===== src/rtl/prog_sequencer.sv =====
// Instruction-supply sequencer: loadable program memory feeding the processor's INST/CLB,
// stepping on a FETCH/EXEC rhythm and tracing each retired {PC, ACC} pair.
module prog_sequencer #(
    parameter int          PDEPTH  = 32,
    parameter int          TDEPTH  = 32,
    parameter logic [7:0]  HALT_OP = 8'hFF
) (
    input  logic        clk,
    input  logic        CLR,
    input  logic        load_en,
    input  logic [4:0]  load_addr,
    input  logic [7:0]  load_data,
    input  logic        run,
    input  logic [7:0]  PC,
    input  logic [7:0]  ACC,
    output logic [7:0]  INST,
    output logic        proc_CLB,
    output logic        busy,
    output logic        done,
    output logic        fault,
    output logic        trace_full,
    output logic [5:0]  trace_count,
    input  logic [4:0]  trace_rd_addr,
    output logic [15:0] trace_rd_data
);

    typedef enum logic [1:0] {IDLE, FETCH, EXEC, DONE} state_t;

    state_t      state, state_nxt;
    logic [7:0]  mem   [PDEPTH];
    logic [15:0] trace [TDEPTH];
    logic [5:0]  cnt_inc;
    logic        start;
    logic        pc_bad;
    logic        is_halt;

    assign cnt_inc  = trace_count + 6'd1;
    assign start    = run && (state == IDLE || state == DONE);
    assign pc_bad   = (PC[7:5] != 3'd0);
    assign is_halt  = (INST == HALT_OP);
    assign busy     = (state == FETCH) || (state == EXEC);
    assign proc_CLB = busy;
    assign done     = (state == DONE);
    assign trace_rd_data = trace[trace_rd_addr];

    always_ff @(posedge clk) begin
        if (CLR) state <= IDLE;
        else     state <= state_nxt;
    end

    always_comb begin
        state_nxt = state;
        case (state)
            IDLE, DONE: if (run) state_nxt = FETCH;
            FETCH:      state_nxt = EXEC;
            EXEC: begin
                if (is_halt || pc_bad || cnt_inc == 6'(TDEPTH)) state_nxt = DONE;
                else                                            state_nxt = FETCH;
            end
            default:    state_nxt = IDLE;
        endcase
    end

    // Control datapath; INST only changes on a run start or a FETCH-bound EXEC exit.
    always_ff @(posedge clk) begin
        if (CLR) begin
            INST        <= 8'h00;
            trace_count <= 6'd0;
            fault       <= 1'b0;
            trace_full  <= 1'b0;
        end else if (start) begin
            INST        <= mem[0];
            trace_count <= 6'd0;
            fault       <= 1'b0;
            trace_full  <= 1'b0;
        end else if (state == EXEC) begin
            if (trace_count != 6'(TDEPTH)) trace_count <= cnt_inc;
            if (!is_halt) begin
                if (pc_bad)                         fault      <= 1'b1;
                else if (cnt_inc == 6'(TDEPTH))     trace_full <= 1'b1;
                else                                INST       <= mem[PC[4:0]];
            end
        end
    end

    // Storage is never reset so programs and partial traces survive CLR.
    always_ff @(posedge clk) begin
        if (state == IDLE && load_en)
            mem[load_addr] <= load_data;
        if (!CLR && state == EXEC && trace_count != 6'(TDEPTH))
            trace[trace_count[4:0]] <= {PC, ACC};
    end

endmodule

===== config.mk =====
export PLATFORM = sky130hd
export DESIGN_NAME = prog_sequencer
export DESIGN_NICKNAME = d
export VERILOG_FILES = /design/src/rtl/prog_sequencer.sv
export SDC_FILE = /design/constraint.sdc
export NUM_CORES = 1
export LEC_CHECK = 0
export ABC_AREA = 1
export ABC_CLOCK_PERIOD_IN_PS = 2500
export CORE_MARGIN = 1.5
export CORE_UTILIZATION = 39
export DETAILED_ROUTE_END_ITERATION = 10
export PLACE_DENSITY_LB_ADDON = 0.2
export SYNTH_ARGS = -nofsm -noshare
export SYNTH_HDL_FRONTEND = slang
export SYNTH_SLANG_ARGS = --single-unit

===== constraint.sdc =====
create_clock -name clk -period 2.5 [get_ports clk]
set_clock_uncertainty 0.1 [all_clocks]
set_input_delay 0.75 -clock clk [delete_from_list [all_inputs] [get_ports clk]]
set_output_delay 0.75 -clock clk [all_outputs]
set_load 0.05 [all_outputs]

==> flow_summary.toml <==
[clock_tree]
cts_tree = "done"
root_buffer = "clkbuf_16"
clk_path_buf_depth = 3
clkSlewWorstSetupHoldPaths_ns = 0.06
cts_sinks = 786
postCtsHoldBufs = 0
htree_num_levels = 3
insertion_delay_ns = 0.66
numCtsBuffers = 84

[grt]
grt_max_degree = 63
grt_pass1_vias = 20957
gr-total-overflow = 0
grt_usage_pct = 21.89
antenna_found_initial = 4
grt_pass1_wl_mm = 134.2

[synthesis]
synth_area_leaders = "edfxtp_1 (73%), nand2_1 (4.7%), nor2_1 (4.4%), nand3_1 (4.4%), o21ai_0 (3.6%)"
yosys.area.top_type_share_pct = 73.12
seq_area_frac_synth_pct = 74.26
muxShareOfSynthArea_pct = 0
synthCells = 2502
synth_nets = 2548
synth_compound_area_share_pct = 8.529
synthSimpleGateAreaFrac_pct = 13.78
synth-xor-area-share_pct = 0.07934
yosys_warnings = 0
synth_area_um2 = 31540
synth_top_family_by_area = "simple AND/OR/NAND/NOR gates"
synth_fa_ha_area_share_pct = 0.3173
yosysTopAreaCell = "edfxtp_1"
synth.distinct_cells = 31
avgSynthCellArea_um2 = 12.61
synth_seq_cells = 786

[sta]
relSlewSlack_pct = 65.57
rsz0062_at_grt = "true"
report.final.slew_viol_count = 0
setup_violations = 16
min_period_ns = 3.116
timing.final.ws_setup_ns = -0.6160
clock.fmax_mhz = 320.9
finalHoldViolCount = 0
hold_slack_ns = 0.3457
fin_crit_sh_pct = 124.6
tightest_slew_ns = 0.5151
timing.setup.tns_ns = -8.853

[pwr]
power.total_mw = 29.52
switching_share_pct = 23.78
clockPowerShare_pct = 41.1
power.leakage_nw = 13.92
intPower_mw = 22.50
switching_power_mw = 7.018
seq_power_share_pct = 49.3
p_per_area_nw_per_um2 = 725.7
comb_power_share_pct = 9.6
peakVddDrop_uv = 579.7

[setup_path]
required_ns = 1.65
r2r-end = "trace[21][4]"
critPathKind = "in2out"
cp_max_fo = 7
crit_arrival_ns = 2.27
reg2reg_depth = 11
r2r_start = "trace_count[0]"
ff2ff_setup_slack_ns = 0.25
critPathCaptureType = "output pin"
startpoint_type = "primary input"

[worst_hold_path]
worstHoldPathCells = 1
worstHoldPathType = "in2reg"
min_to = "trace[9][8]"
min_from = "PC[0]"

[floorplanning]
rows = 104
die_w_um = 287.4
ios = 73
dieArea_um2 = 82590
start_util_pct = 39.29
die_y_um = 287.4
coreArea_um2 = 80290

[placed_design]
dpl.hpwl_mm = 54.03
detailed_place.area_um2 = 36030
gp_congestion = 0.8378
pre_cts_ws_ns = -0.9347
placedCellCount = 3698
port_buffers = 72

[detailed_routing]
first_pass_iters = 5
ant_nets = 0
wire_per_inst_um = 23.70
drc = 0
totalWireLength_mm = 92.62
vias = 21568
routed_via_density = 5.519
drt-initial-drc-count = 1948

[final_layout]
utilization_pct = 50.66
drive_above_1_share_pct = 21.70
nets = 2829
area_growth_pct = 28.95
fin_area_um2 = 40670
n_antenna_cell = 0
final_cell_count_no_fill = 3908

[status]
violations = "setup timing"
status = "complete, but fails checks"

[flow_run]
drv_cap = 0
[critical path, cell delays in order]
cell	delay [ns]
buf_16	0.14
clkinv_16	0.09
buf_12	0.14
buf_8	0.12
buf_12	0.11
o21ai_2	0.05
o221ai_1	0.18
nand3_1	0.18
o21ai_1	0.12
nand2_1	0.11
nand2_4	0.11
buf_12	0.14
[logic make-up after synthesis]
logic type / after synthesis
AO/OA/AOI/OAI: 452
XOR/XNOR: 2
adder cells (fa/ha/maj): 8
buffers and inverters: 197
flip-flops: 786
AND/OR/NAND/NOR: 1057
[worst max-delay path by stage]
stage	from	endpoint	slack, ns	cells past startpoint
CTS	trace_rd_addr[0]	trace_rd_data[3]	-0.60	9
finish	trace_rd_addr[1]	trace_rd_data[15]	-0.62	12
detailed placement	trace_rd_addr[1]	trace_rd_data[3]	-0.93	10
global placement	trace_rd_addr[1]	trace_rd_data[12]	-0.94	10
floorplan	trace_rd_addr[0]	trace_rd_data[2]	-0.27	10
global route	trace_rd_addr[1]	trace_rd_data[14]	-0.64	11
[state kept, by name, summed over array words and instances (netlist names)]
name         cells
trace_full       1
INST             8
fault            1
state            2
mem            256
trace_count      6
trace          512
[synth_stat cells (all sizes together)]
library cell	number
nand3	278
nor2	373
nand2	400
nand4	3
ha	8
inv	34
nor3	1
or2	1
o21a	8
buf	94
o22ai	32
dfxtp	18
a31oi	6
nand3b	1
clkbuf	69
edfxtp	768
a21oi	16
o221ai	96
xor2	2
o21ai	294
[placed cells by master (no fill, tap or decap), drive strengths merged]
cell type / synthesis / final
edfxtp: 768 / 768
nand2: 400 / 400
nor2: 373 / 373
buf: 94 / 307
o21ai: 294 / 294
nand3: 278 / 278
clkbuf: 69 / 111
o221ai: 96 / 96
clkinv: 0 / 45
inv: 34 / 35
o22ai: 32 / 32
clkdlybuf4s50: 0 / 29
dfxtp: 18 / 18
a21oi: 16 / 16
dlygate4sd2: 0 / 10
ha: 8 / 8
o21a: 8 / 8
a31oi: 6 / 6
bufinv: 0 / 5
nand4: 3 / 3
xor2: 2 / 2
nand3b: 1 / 1
nor3: 1 / 1
or2: 1 / 1
clkinvlp: 0 / 1
[power by group through the flow]
stage          Clock [mW]  Sequential, mW  Combinational (mW)
2_1_floorplan           0            14.9                1.19
3_3_place_gp            0            14.8                2.40
3_5_place_dp            0            14.8                2.43
4_1_cts              12.3            14.5                2.68
5_1_grt              12.8            14.5                3.02
6_report             12.1            14.5                2.84
[per-layer routing]
metal | vias to the layer above | GRT usage (%) | part of all wire (%)
li1 | 9762 | - | -
met1 | 10788 | 29.91 | 42
met2 | 868 | 34.95 | 48
met3 | 148 | 3.992 | 7.3
met4 | 2 | 7.934 | 3.1
met5 | - | 0 | 0.013
[repair_timing]
item                       in CTS  in global routing
gates resized for setup       138                130
cloned                         16                 11
buffers inserted               18                 15
pin swaps                      42                 90
setup endpoints to repair      27                 18
hold endpoints to repair        0                  0
[area by class of cell]
| cell class | instances | area (µm²) |
|---|---|---|
| Clock buffer | 100 | 2202 |
| Clock inverter | 51 | 509.2 |
| Fill cell | 6715 | 39620 |
| Inverter | 34 | 181.4 |
| Multi-Input combinational cell | 1519 | 8085 |
| Sequential cell | 786 | 23430 |
| Tap cell | 1060 | 1326 |
| Timing Repair Buffer | 357 | 4910 |
| Timing Repair inverter | 1 | 30.03 |
(Power assumes the default switching activity.)
